===== src/rtl/hamming_secded_dec_pkg.sv =====
// Shared types and constants for the (16,11) SECDED decode engine.
// Holds the FSM state type, the per-word flag codes, the default
// address map and the data-bit position map of the codeword.
package hamdec_pkg;

   typedef enum logic [2:0] {
      ST_IDLE,
      ST_RD_LO,
      ST_RD_HI,
      ST_DEC,
      ST_WR_LO,
      ST_WR_HI,
      ST_DONE
   } hamdec_state_t;

   localparam logic [1:0] FLG_CLEAN = 2'b00;
   localparam logic [1:0] FLG_SEC   = 2'b01;
   localparam logic [1:0] FLG_DED   = 2'b10;

   localparam int DEF_SRC_BASE  = 64;
   localparam int DEF_DST_BASE  = 94;
   localparam int DEF_NUM_WORDS = 15;
   localparam int DEF_AW        = 8;

   // Hamming position of data bit d[k+1]: d1 at 3, d4..d2 at 7..5, d11..d5 at 15..9.
   function automatic logic [3:0] data_pos(input int k);
      if (k == 0)
         return 4'd3;
      else if (k < 4)
         return 4'(k + 4);
      else
         return 4'(k + 5);
   endfunction

endpackage


===== src/rtl/hamming_secded_dec_if.sv =====
// Handshake and data-memory byte port of the SECDED decode engine.
// The slave modport is the engine; the master modport is the system side
// that raises start and returns combinational read data.
interface hamming_secded_dec_if
   import hamdec_pkg::*;
#(
   parameter int AW = DEF_AW
);
   logic          start;
   logic          halt;
   logic [AW-1:0] mem_addr;
   logic [7:0]    mem_rd_data;
   logic          mem_wr_en;
   logic [7:0]    mem_wr_data;
   logic [3:0]    sec_cnt;
   logic [3:0]    ded_cnt;

   modport master (
      output start, mem_rd_data,
      input  halt, mem_addr, mem_wr_en, mem_wr_data, sec_cnt, ded_cnt
   );

   modport slave (
      input  start, mem_rd_data,
      output halt, mem_addr, mem_wr_en, mem_wr_data, sec_cnt, ded_cnt
   );
endinterface


===== src/rtl/hamming_secded_dec_dec16.sv =====
// Combinational (16,11) extended-Hamming decoder.
// Bit 0 is the overall parity; bits 1..15 are Hamming positions 1..15.
// A single error (odd overall parity) is corrected; a double error
// (even parity, nonzero syndrome) is reported and left uncorrected.
module secded_dec16
   import hamdec_pkg::*;
(
   input  logic [15:0] w_i,
   output logic [11:1] d_o,
   output logic [1:0]  flags_o,
   output logic        sec_o,
   output logic        ded_o
);
   logic [3:0] syn;
   logic       par;
   logic       fix;

   // Syndrome, overall parity and error classification.
   always_comb begin
      syn = 4'd0;
      for (int n = 1; n < 16; n++) begin
         if (w_i[n]) syn = syn ^ 4'(n);
      end
      par     = ^w_i;
      fix     = par && (syn != 4'd0);
      sec_o   = par;
      ded_o   = !par && (syn != 4'd0);
      flags_o = FLG_CLEAN;
      if (sec_o)
         flags_o = FLG_SEC;
      else if (ded_o)
         flags_o = FLG_DED;
   end

   // Data extraction; a data bit is inverted only when the syndrome points at it.
   always_comb begin
      d_o = '0;
      for (int k = 0; k < 11; k++) begin
         d_o[k+1] = w_i[data_pos(k)] ^ (fix && (syn == data_pos(k)));
      end
   end
endmodule


===== src/rtl/hamming_secded_dec.sv =====
// SECDED decode engine: on start, reads NUM_WORDS encoded words as byte
// pairs from SRC_BASE, decodes them and writes 11-bit messages as byte
// pairs from DST_BASE, then holds halt high until the next start.
// Optional build macro HAMDEC_FLAGS_EN puts the per-word flags into
// bits [7:6] of each written high byte; otherwise those bits are zero.
module hamming_secded_dec
   import hamdec_pkg::*;
#(
   parameter int SRC_BASE  = DEF_SRC_BASE,
   parameter int DST_BASE  = DEF_DST_BASE,
   parameter int NUM_WORDS = DEF_NUM_WORDS,
   parameter int AW        = DEF_AW
)(
   input  logic               CLK,
   input  logic               reset,
   hamming_secded_dec_if.slave bus
);
   hamdec_state_t state_q, state_d;
   logic [3:0]    i_q, i_d;
   logic [15:0]   w_q, w_d;
   logic [11:1]   dat_q, dat_d;
   logic [3:0]    sec_q, sec_d;
   logic [3:0]    ded_q, ded_d;
   logic          halt_q;

   logic [11:1]   dec_dat;
   logic [1:0]    dec_flags;
   logic          dec_sec;
   logic          dec_ded;
   logic [1:0]    flag_out;

   logic [AW-1:0] src_lo;
   logic [AW-1:0] dst_lo;
   logic [AW-1:0] addr;
   logic          wr_en;
   logic [7:0]    wr_data;

   secded_dec16 u_dec (
      .w_i     (w_q),
      .d_o     (dec_dat),
      .flags_o (dec_flags),
      .sec_o   (dec_sec),
      .ded_o   (dec_ded)
   );

   assign src_lo = AW'(SRC_BASE) + AW'({i_q, 1'b0});
   assign dst_lo = AW'(DST_BASE) + AW'({i_q, 1'b0});

`ifdef HAMDEC_FLAGS_EN
   logic [1:0] flg_q, flg_d;
   assign flag_out = flg_q;
`else
   logic [1:0] unused_flags;
   assign unused_flags = dec_flags;
   assign flag_out     = FLG_CLEAN;
`endif

   // Next-state, datapath updates and memory-port outputs.
   always_comb begin
      state_d = state_q;
      i_d     = i_q;
      w_d     = w_q;
      dat_d   = dat_q;
      sec_d   = sec_q;
      ded_d   = ded_q;
`ifdef HAMDEC_FLAGS_EN
      flg_d   = flg_q;
`endif
      addr    = '0;
      wr_en   = 1'b0;
      wr_data = 8'h00;
      case (state_q)
         ST_IDLE, ST_DONE: begin
            if (bus.start) begin
               state_d = ST_RD_LO;
               i_d     = 4'd0;
               sec_d   = 4'd0;
               ded_d   = 4'd0;
            end
         end
         ST_RD_LO: begin
            addr       = src_lo;
            w_d[7:0]   = bus.mem_rd_data;
            state_d    = ST_RD_HI;
         end
         ST_RD_HI: begin
            addr       = src_lo + AW'(1);
            w_d[15:8]  = bus.mem_rd_data;
            state_d    = ST_DEC;
         end
         ST_DEC: begin
            dat_d = dec_dat;
`ifdef HAMDEC_FLAGS_EN
            flg_d = dec_flags;
`endif
            if (dec_sec) sec_d = sec_q + 4'd1;
            if (dec_ded) ded_d = ded_q + 4'd1;
            state_d = ST_WR_LO;
         end
         ST_WR_LO: begin
            addr    = dst_lo;
            wr_en   = 1'b1;
            wr_data = dat_q[8:1];
            state_d = ST_WR_HI;
         end
         ST_WR_HI: begin
            addr    = dst_lo + AW'(1);
            wr_en   = 1'b1;
            wr_data = {flag_out, 3'b000, dat_q[11:9]};
            if (i_q == 4'(NUM_WORDS - 1)) begin
               state_d = ST_DONE;
            end else begin
               i_d     = i_q + 4'd1;
               state_d = ST_RD_LO;
            end
         end
         default: state_d = ST_IDLE;
      endcase
   end

   // State and datapath registers; halt is high exactly while in DONE.
   always_ff @(posedge CLK) begin
      if (!reset) begin
         state_q <= ST_IDLE;
         i_q     <= '0;
         w_q     <= '0;
         dat_q   <= '0;
         sec_q   <= '0;
         ded_q   <= '0;
         halt_q  <= 1'b0;
`ifdef HAMDEC_FLAGS_EN
         flg_q   <= FLG_CLEAN;
`endif
      end else begin
         state_q <= state_d;
         i_q     <= i_d;
         w_q     <= w_d;
         dat_q   <= dat_d;
         sec_q   <= sec_d;
         ded_q   <= ded_d;
         halt_q  <= (state_d == ST_DONE);
`ifdef HAMDEC_FLAGS_EN
         flg_q   <= flg_d;
`endif
      end
   end

   assign bus.halt        = halt_q;
   assign bus.mem_addr    = addr;
   assign bus.mem_wr_en   = wr_en;
   assign bus.mem_wr_data = wr_data;
   assign bus.sec_cnt     = sec_q;
   assign bus.ded_cnt     = ded_q;
endmodule

===== src/flat_wrapper.sv =====
// flat-port wrapper written by rule: the top's interface ports become plain ports
module hamming_secded_dec_flat import hamdec_pkg::*;
#(
   parameter int SRC_BASE  = DEF_SRC_BASE,
   parameter int DST_BASE  = DEF_DST_BASE,
   parameter int NUM_WORDS = DEF_NUM_WORDS,
   parameter int AW        = DEF_AW
)
  (CLK, reset, bus_start, bus_mem_rd_data, bus_halt, bus_mem_addr, bus_mem_wr_en, bus_mem_wr_data, bus_sec_cnt, bus_ded_cnt);
  hamming_secded_dec_if #(.AW(AW)) bus_i ();
  input  logic CLK;
  input  logic reset;
  input wire logic [$bits(bus_i.start)-1:0] bus_start;
  input wire logic [$bits(bus_i.mem_rd_data)-1:0] bus_mem_rd_data;
  output wire logic [$bits(bus_i.halt)-1:0] bus_halt;
  output wire logic [$bits(bus_i.mem_addr)-1:0] bus_mem_addr;
  output wire logic [$bits(bus_i.mem_wr_en)-1:0] bus_mem_wr_en;
  output wire logic [$bits(bus_i.mem_wr_data)-1:0] bus_mem_wr_data;
  output wire logic [$bits(bus_i.sec_cnt)-1:0] bus_sec_cnt;
  output wire logic [$bits(bus_i.ded_cnt)-1:0] bus_ded_cnt;
  assign bus_i.start = bus_start;
  assign bus_i.mem_rd_data = bus_mem_rd_data;
  assign bus_halt = bus_i.halt;
  assign bus_mem_addr = bus_i.mem_addr;
  assign bus_mem_wr_en = bus_i.mem_wr_en;
  assign bus_mem_wr_data = bus_i.mem_wr_data;
  assign bus_sec_cnt = bus_i.sec_cnt;
  assign bus_ded_cnt = bus_i.ded_cnt;
  hamming_secded_dec #(.SRC_BASE(SRC_BASE), .DST_BASE(DST_BASE), .NUM_WORDS(NUM_WORDS), .AW(AW)) u_core (.CLK(CLK), .reset(reset), .bus(bus_i));
endmodule

===== config.mk =====
export PLATFORM = sky130hd
export DESIGN_NAME = hamming_secded_dec_flat
export DESIGN_NICKNAME = d
export VERILOG_FILES = /design/src/rtl/hamming_secded_dec_pkg.sv /design/src/rtl/hamming_secded_dec_if.sv /design/src/rtl/hamming_secded_dec_dec16.sv /design/src/rtl/hamming_secded_dec.sv /design/src/flat_wrapper.sv
export SDC_FILE = /design/constraint.sdc
export NUM_CORES = 1
export LEC_CHECK = 0
export CAP_MARGIN = 30
export CORE_ASPECT_RATIO = 0.6
export CORE_MARGIN = 3
export CORE_UTILIZATION = 55
export CTS_CLUSTER_DIAMETER = 60
export DETAILED_ROUTE_END_ITERATION = 16
export PLACE_DENSITY_LB_ADDON = 0.1
export SYNTH_ARGS = -nofsm -noshare
export SYNTH_HDL_FRONTEND = slang
export SYNTH_HIERARCHICAL = 1
export SYNTH_SLANG_ARGS = --single-unit

===== constraint.sdc =====
create_clock -name CLK -period 3.45 [get_ports CLK]
set_input_delay 1.035 -clock CLK [delete_from_list [all_inputs] [get_ports CLK]]
set_output_delay 1.035 -clock CLK [all_outputs]
set_load 0.01 [all_outputs]

* Yosys cells after proc, flatten, opt, wreduce, memory -nomap -nowiden
Index checks and enable logic that the tools add are counted.
** Storage, ports and cells
- Flip-flop bits (word level) :: 43
- Bits in latches :: 0
- Memory bits (writable) :: 0
- Bits in read-only memories :: 0
- Output and inout port bits :: 26
- Memories :: 0
** Cells by class
- Add/sub/neg operators :: 7
- $mul :: 0
- Div/mod/pow operators :: 0
- Magnitude comparators :: 0
- Equality and inequality tests :: 23
- Shift operators :: 0
- Mux-type cells :: 28
- Bitwise operators :: 25
- Reductions and logical operators :: 24
** Operators with widths (number)
- $mux W4 :: 12
- $eq A4 B4 Y1 const B :: 8
- $pmux W8 S4 :: 1
- $pmux W4 S2 :: 3
- $mux W3 :: 6
- $pmux W3 S6 :: 1
- $add A7 B5 Y8 const A :: 2
- $add A8 B1 Y8 const B :: 2
- $pmux W8 S2 :: 1
- $reduce_xor A16 Y1 :: 1
- $logic_and A1 B1 Y1 :: 13
- $add A4 B1 Y4 const B :: 3
- $eq A3 B3 Y1 const B :: 4
- $eq A4 B3 Y1 const B :: 3
- $not A2 Y2 :: 6
- $not A3 Y3 :: 4
- $xor A1 B1 Y1 :: 11
- $reduce_and A3 Y1 :: 3
- $eq A3 B2 Y1 const B :: 2
- $eq A4 B2 Y1 const B :: 1
- $mux W2 :: 2
- $ne A2 B1 Y1 const B :: 2
- $ne A2 B2 Y1 const B :: 2
- $not A4 Y4 :: 1
- other kinds (8) :: 13

* Logic depth before layout (Yosys ltp)
Gate-level depths: netlist (run 1).
- Depth in word-level cells :: 30
- Mapped depth :: 9

* Cells and area by module
Netlist (run 1), hierarchy kept.
** Modules (own cells, without submodules)
- hamming_secded_dec :: instances 1, cells each 256, area an instance 2150.8 um^2, seq. area each 860.8 um^2
- secded_dec16 :: instances 1, cells each 79, area an instance 653.1 um^2, seq. area each 0.0 um^2

* Worst setup path after synthesis (run 1)
Ideal clock, no wire load.
- Path type :: register to register
- From :: register u_core.w_q[3]
- To :: register u_core.ded_q[3], in the netlist u_core/bus.ded_cnt[3]
- Arrival :: 2383 ps
- Data required time :: 3332 ps
- Slack :: 948 ps
- Stages on the path, launching flop included :: 10
- Path buffers :: 0
- Period minus slack after synthesis :: 2502 ps
- Cell sequence :: dfxtp_1 -> xnor2_1 -> xor2_1 -> xnor2_1 -> a21oi_1 -> or4_1 -> nor2b_1 -> mux2_2 -> a32oi_1 -> nor2b_1
** On the way
- Word-level cells in the longest chain between the ends :: 23
** Ends and longest elaborated chain
- from (decl) :: RTL line hamming_secded_dec.sv:20 : logic [15:0] w_q, w_d;
- from (signal assigned) :: RTL line hamming_secded_dec.sv:137 : w_q <= w_d;
- $mux W2 :: RTL line hamming_secded_dec_dec16.sv:22 : if (w_i[n]) syn = syn ^ 4'(n);
- $mux W3 :: RTL line hamming_secded_dec_dec16.sv:22
- $not A2 Y2 (no source line) or $mux W3 (tied branches)
- $mux W3 or $not A2 Y2 (tied branches)
- $mux W3 :: RTL line hamming_secded_dec_dec16.sv:22
- $not A3 Y3 (no source line)
- $mux W3 :: RTL line hamming_secded_dec_dec16.sv:22
- $mux W4 :: RTL line hamming_secded_dec_dec16.sv:22
- (+8 left out)
- $mux W4 :: RTL line hamming_secded_dec_dec16.sv:22
- $not A4 Y4 (no source line)
- $mux W4 :: RTL line hamming_secded_dec_dec16.sv:22
- $reduce_bool A4 Y1 :: RTL line hamming_secded_dec_dec16.sv:27 : ded_o = !par && (syn != 4'd0);
- $logic_and A1 B1 Y1 * :: RTL line hamming_secded_dec_dec16.sv:27
- net u_core.dec_ded :: RTL line hamming_secded_dec.sv:29 : logic dec_ded;
- $ne A2 B1 Y1 (no source line) *
- $reduce_and A3 Y1 (no source line) *
- to (signal assigned) :: RTL line hamming_secded_dec.sv:129 : ded_q <= '0;
- to (signal assigned) :: RTL line hamming_secded_dec.sv:140 : ded_q <= ded_d;
- to (decl) :: RTL line hamming_secded_dec.sv:23 : logic [3:0] ded_q, ded_d;
The timed path passes the listed nets; every way through them passes the cells marked *.
A chain may end at the register's enable or synchronous reset.

* Worst setup path after layout (run 1)
- From :: register u_core.state_q[1]
- To :: output bus_mem_wr_data[6]
** On the way
- Word-level cells in the longest chain between the ends :: 2
** Ends and longest elaborated chain
- from (decl) :: RTL line hamming_secded_dec.sv:18 : hamdec_state_t state_q, state_d;
- from (signal assigned) :: RTL line hamming_secded_dec.sv:135 : state_q <= state_d;
- $eq A3 B3 Y1 :: RTL line hamming_secded_dec.sv:72 : case (state_q)
- $pmux W8 S2 * :: RTL line hamming_secded_dec.sv:72
- to (decl) :: RTL line flat_wrapper.sv:18 : output wire logic [$bits(bus_i.mem_wr_data)-1:0] bus_mem_wr_data;
Mark *: on every way between the ends. The rest lies on a longest branch, timed or not.

==> run metrics, run 1 <==
area growth from synthesis to layout=16.2%; Avg Vias per Cell=5.67; final-stage net count=376; Peak Freq=310 MHz; sort of element at the end of the critical path=output port; count of buffers inserted at the top-level ports=35; commonest cells after routing, fill and taps aside=sky130_fd_sc_hd__nand2_1 (54), sky130_fd_sc_hd__dfxtp_1 (42), sky130_fd_sc_hd__clkdlybuf4s50_1 (35); setup repair after global routing missed its margin=false; commonest non-fill, non-tap cell in the layout=sky130_fd_sc_hd__nand2_1; number of placement rows=19; HPWL reported at the end of detailed placement=4800 um; Post-Synthesis Net Count=349; overall power of the completed layout=1.28 mW; CTS Root Cell=sky130_fd_sc_hd__clkbuf_8; DIE WIDTH=97.9 um; area of all placed cells without fillers=3240 um^2; placement-stage worst setup slack=517 ps; wire length of the first global-routing pass=10700 um; number of clock sinks=43; Post-Syn Area per Cell=8.38 um^2; summed instance area of the synthesized netlist=2790 um^2; post-synthesis instance total=333; Top Ports=37; CP required=2410 ps; ANT cells=0; Final GP Congestion=0.915; count of endpoints failing hold in the final timing report=0; post-route DRC violation count=0; Worst-path clk slew=80 ps; maximum number of pins on one net before global-route repair=46; Fin Clk Skew=8.47 ps; element type at the critical path start=flop; filler-free cell count of the finished design=424; Final WS setup=221 ps; TritonCTS clock tree=yes; portion of the clock cycle consumed by the worst path in the final layout=93.6%; detailed-route via count=2405; aggregate global-route resource usage=22.7%; post-detailed-route count of antenna-violating nets=0; path type of the worst setup path=reg -> out; First DRT Iteration DRCs=280; arrival time of data at the critical path endpoint=2190 ps; Worst VDD drop=231 uV; status=complete, no violations; final-report max-slew violation count=0; Die H=61.2 um; class of the tightest hold or removal check=reg -> reg; total number of yosys warnings=6; clock buffers created by TritonCTS=5; maximum count of clock buffers along a single path=2; mean routed wirelength per cell=15.3 um; final setup TNS=0 ps; worst hold-check slack=454 ps; slew at the pin with the worst max-slew slack=693 ps; starting density of the core=59.0%; aggregate global routing overflow=0; total core area=4730 um^2; total of max-cap violations=0; first-pass iteration count of the detailed router=5; dpl cells=416; later-pin clock latency in the skew report=300 ps; fraction of layout cells with a size suffix above 1=6.65%; P per Cell Area=396 nW/um^2; highest fanout seen on the critical path=18; Pleak=1.10 nW; hold_buf cts=0; shortest clock period the worst path allows after layout=3230 ps; via count of the first global-routing pass=2061; final-report setup violation count=0; Slew Limit Headroom=53.5%; initial antenna violation count=0; CTS H-tree lvls=2; DP Area=3130 um^2; Die Footprint=5990 um^2; utilization of the core after routing=68.5%; overall routed net length=6500 um
==> final cells by class <==
| class | count | area, um^2 |
|---|---|---|
| flip-flops and latches | 43 | 862 |
| repair buffers | 38 | 373 |
| fillers | 411 | 1490 |
| clock inverters | 1 | 7.51 |
| well taps | 63 | 78.8 |
| clock buffers | 7 | 96.3 |
| multi-input cells | 267 | 1800 |
| inverters | 5 | 18.8 |
==> report_power, final <==
group	internal, mW	total (mW)	leakage [nW]	switching (mW)
logic	0.157	0.379	0.703	0.222
clock network	0.182	0.359	0.0505	0.176
registers	0.512	0.545	0.349	0.0327
total	0.851	1.28	1.10	0.432
==> sequential cells by signal, indices dropped and copies added, names as in the netlist <==
register	flops
u_core/bus.halt	1
u_core/bus.sec_cnt	4
u_core/w_q	16
u_core/bus.ded_cnt	4
u_core/dat_q	11
u_core/i_q	4
u_core/state_q	3
==> routing by layer <==
| metal | wire (um) | global-route usage (%) | up-vias |
|---|---|---|---|
| li1 | - | - | 1209 |
| met1 | 3400 | 36.0 | 1094 |
| met2 | 2540 | 31.1 | 97 |
| met3 | 516 | 4.30 | 5 |
| met4 | 44 | 5.33 | 0 |
| met5 | 0 | 0 | - |
==> critical path, cell delays in order, from the launching register on <==
cell	delay (ps)
sky130_fd_sc_hd__dfxtp_1	720
sky130_fd_sc_hd__nand2b_1	390
sky130_fd_sc_hd__nor2_1	130
sky130_fd_sc_hd__and2_1	190
sky130_fd_sc_hd__clkdlybuf4s50_1	470
==> repair_timing <==
action	CTS	global route
setup buffers	0	0
setup endpoints to repair	0	4
resized for setup	0	1
==> worst paths after layout <==
path                           from                     to  slack (ps)  cells after the start
setup / recovery  u_core/state_q[1]     bus_mem_wr_data[6]         220                      4
hold / removal      u_core/dat_q[4]        u_core/dat_q[4]         450                      2
setup reg to reg      u_core/w_q[3]  u_core/bus.ded_cnt[3]         610                      9
hold reg to reg     u_core/dat_q[4]        u_core/dat_q[4]         450                      2
No activity file was read; power rests on OpenSTA's default activity.
==> run 2: changes to the inputs <==
--- a/config.mk
+++ b/config.mk
@@ -8,7 +8,7 @@
 export CAP_MARGIN = 30
 export CORE_ASPECT_RATIO = 0.6
 export CORE_MARGIN = 3
-export CORE_UTILIZATION = 55
+export CORE_UTILIZATION = 45
 export CTS_CLUSTER_DIAMETER = 60
 export DETAILED_ROUTE_END_ITERATION = 16
 export PLACE_DENSITY_LB_ADDON = 0.1
==> run 2 against run 1 <==
Effect of this change: clock-buffer cell count fell by 1; worst hold slack improved by 3.5 ps; total power fell by 2.5%.
==> run metrics, run 2 (same netlist as run 1, synthesis figures left out) <==
setup repair bufs after CTS=0; biggest registers after layout=u_core/w_q: 16 flops, u_core/dat_q: 11 flops; Pleak=1.10 nW; final setup TNS=0 ps; critical path, cell by cell=nand2b_1 -> nor2_1 -> and2_1 -> clkdlybuf4s50_1; final-report setup violation count=0; Hold Path Stages=2; area growth from synthesis to layout=16.7%; worst reg2reg startpoint=u_core/w_q[1]; commonest non-fill, non-tap cell in the layout=sky130_fd_sc_hd__nand2_1; later-pin clock latency in the skew report=290 ps; Fin Clk Skew=6.34 ps; startpoint of the most critical hold path=u_core/dat_q[2]; via count of the first global-routing pass=2181; sort of element at the end of the critical path=output port; number of placement rows=21; initial antenna violation count=0; HPWL reported at the end of detailed placement=5060 um; CTS Root Cell=sky130_fd_sc_hd__clkbuf_8; r2r worst-path depth=9; class of the tightest hold or removal check=reg -> reg; terminus of the critical flop-to-flop path=u_core/bus.ded_cnt[3]; DP Area=3170 um^2; Peak Freq=308 MHz; Final GP Congestion=0.913; aggregate global routing overflow=0; slack of the worst reg-to-reg path=580 ps; post-cts repair resize count=0; TritonCTS clock tree=yes; arrival time of data at the critical path endpoint=2210 ps; Slew Limit Headroom=53.9%; P per Cell Area=384 nW/um^2; largest stage delay on the critical path=640 ps; Die H=67.0 um; maximum number of pins on one net before global-route repair=46; clock buffers created by TritonCTS=5; hold_buf cts=0; count of buffers inserted at the top-level ports=35; CP required=2410 ps; post-route DRC violation count=0; total of max-cap violations=0; DIE WIDTH=108 um; post-detailed-route count of antenna-violating nets=0; worst hold-check slack=458 ps; ANT cells=0; number of clock sinks=43; final-stage net count=378; total core area=5780 um^2; fraction of layout cells with a size suffix above 1=6.61%; status=complete, no violations; endpoint of the worst hold path=u_core/dat_q[2]; detailed-route via count=2411; slew at the pin with the worst max-slew slack=690 ps; Die Footprint=7210 um^2; starting density of the core=48.2%; worst-path cell with the longest stage delay=sky130_fd_sc_hd__dfxtp_1; commonest cells after routing, fill and taps aside=sky130_fd_sc_hd__nand2_1 (54), sky130_fd_sc_hd__dfxtp_1 (43), sky130_fd_sc_hd__clkdlybuf4s50_1 (35); area of all placed cells without fillers=3260 um^2; Avg Vias per Cell=5.44; First DRT Iteration DRCs=167; setup repair after global routing missed its margin=false; mean routed wirelength per cell=15.1 um; CTS H-tree lvls=2; overall routed net length=6680 um; largest reg by FF count=u_core/w_q; wire length of the first global-routing pass=10900 um; first-pass iteration count of the detailed router=4; highest fanout seen on the critical path=18; Worst VDD drop=212 uV; Worst-path clk slew=80 ps; Top Ports=37; shortest clock period the worst path allows after layout=3240 ps; final-report max-slew violation count=0; path type of the worst setup path=reg -> out; maximum count of clock buffers along a single path=2; count of endpoints failing hold in the final timing report=0; portion of the clock cycle consumed by the worst path in the final layout=94.0%; element type at the critical path start=flop; aggregate global-route resource usage=19.5%; Largest register FFs=16
-- run 2: through the flow --
stage	power [mW]	std cells	setup slack, ps	util (%)
6_report	1.25	443	207	56.3
5_1_grt	1.32	443	12.0	56.3
4_1_cts	1.26	443	194	56.3
3_5_place_dp	0.941	435	515	54.8
3_3_place_gp	0.939	435	573	54.8
2_1_floorplan	0.840	333	977	-
-- run 2: area by class of cell --
cell class	count	area [um^2]
multi-input combinational	267	1800
fill	552	2520
clock buffer	6	72.6
timing repair buffer	40	388
tap	80	100
inverter	5	18.8
sequential	43	861
clock inverter	2	12.5
-- run 2: power by group --
part / internal (mW) / leakage [nW] / switching, mW
Sequential: 0.512 / 0.348 / 0.0289
Clock: 0.142 / 0.0412 / 0.173
Combinational: 0.159 / 0.713 / 0.235
Total: 0.813 / 1.10 / 0.437
-- run 2: worst max path at each step --
stage | to | cells after the start | slack [ps] | start
2_1_floorplan | u_core/bus.ded_cnt[3] | 9 | 980 | u_core/w_q[3]
4_1_cts | bus_mem_wr_data[5] | 4 | 190 | u_core/state_q[2]
5_1_grt | bus_mem_wr_data[6] | 4 | 10 | u_core/state_q[2]
3_3_place_gp | bus_mem_wr_data[4] | 4 | 570 | u_core/state_q[2]
6_report | bus_mem_wr_data[5] | 4 | 210 | u_core/state_q[2]
3_5_place_dp | bus_mem_wr_data[5] | 4 | 520 | u_core/state_q[2]
-- run 2: worst max-delay path: cells and delay by family (launching register included) --
family,cells,cell delay (ps)
buffers and inverters,1,530
DFF,1,640
and+or+nand+nor,3,750
-- run 2: layer usage --
layer	GRT usage, %	routed length [um]	up-vias
met5	0	0	-
met4	3.46	17	0
met3	6.49	586	2
met2	26.0	2550	92
met1	29.8	3530	1103
li1	-	-	1214
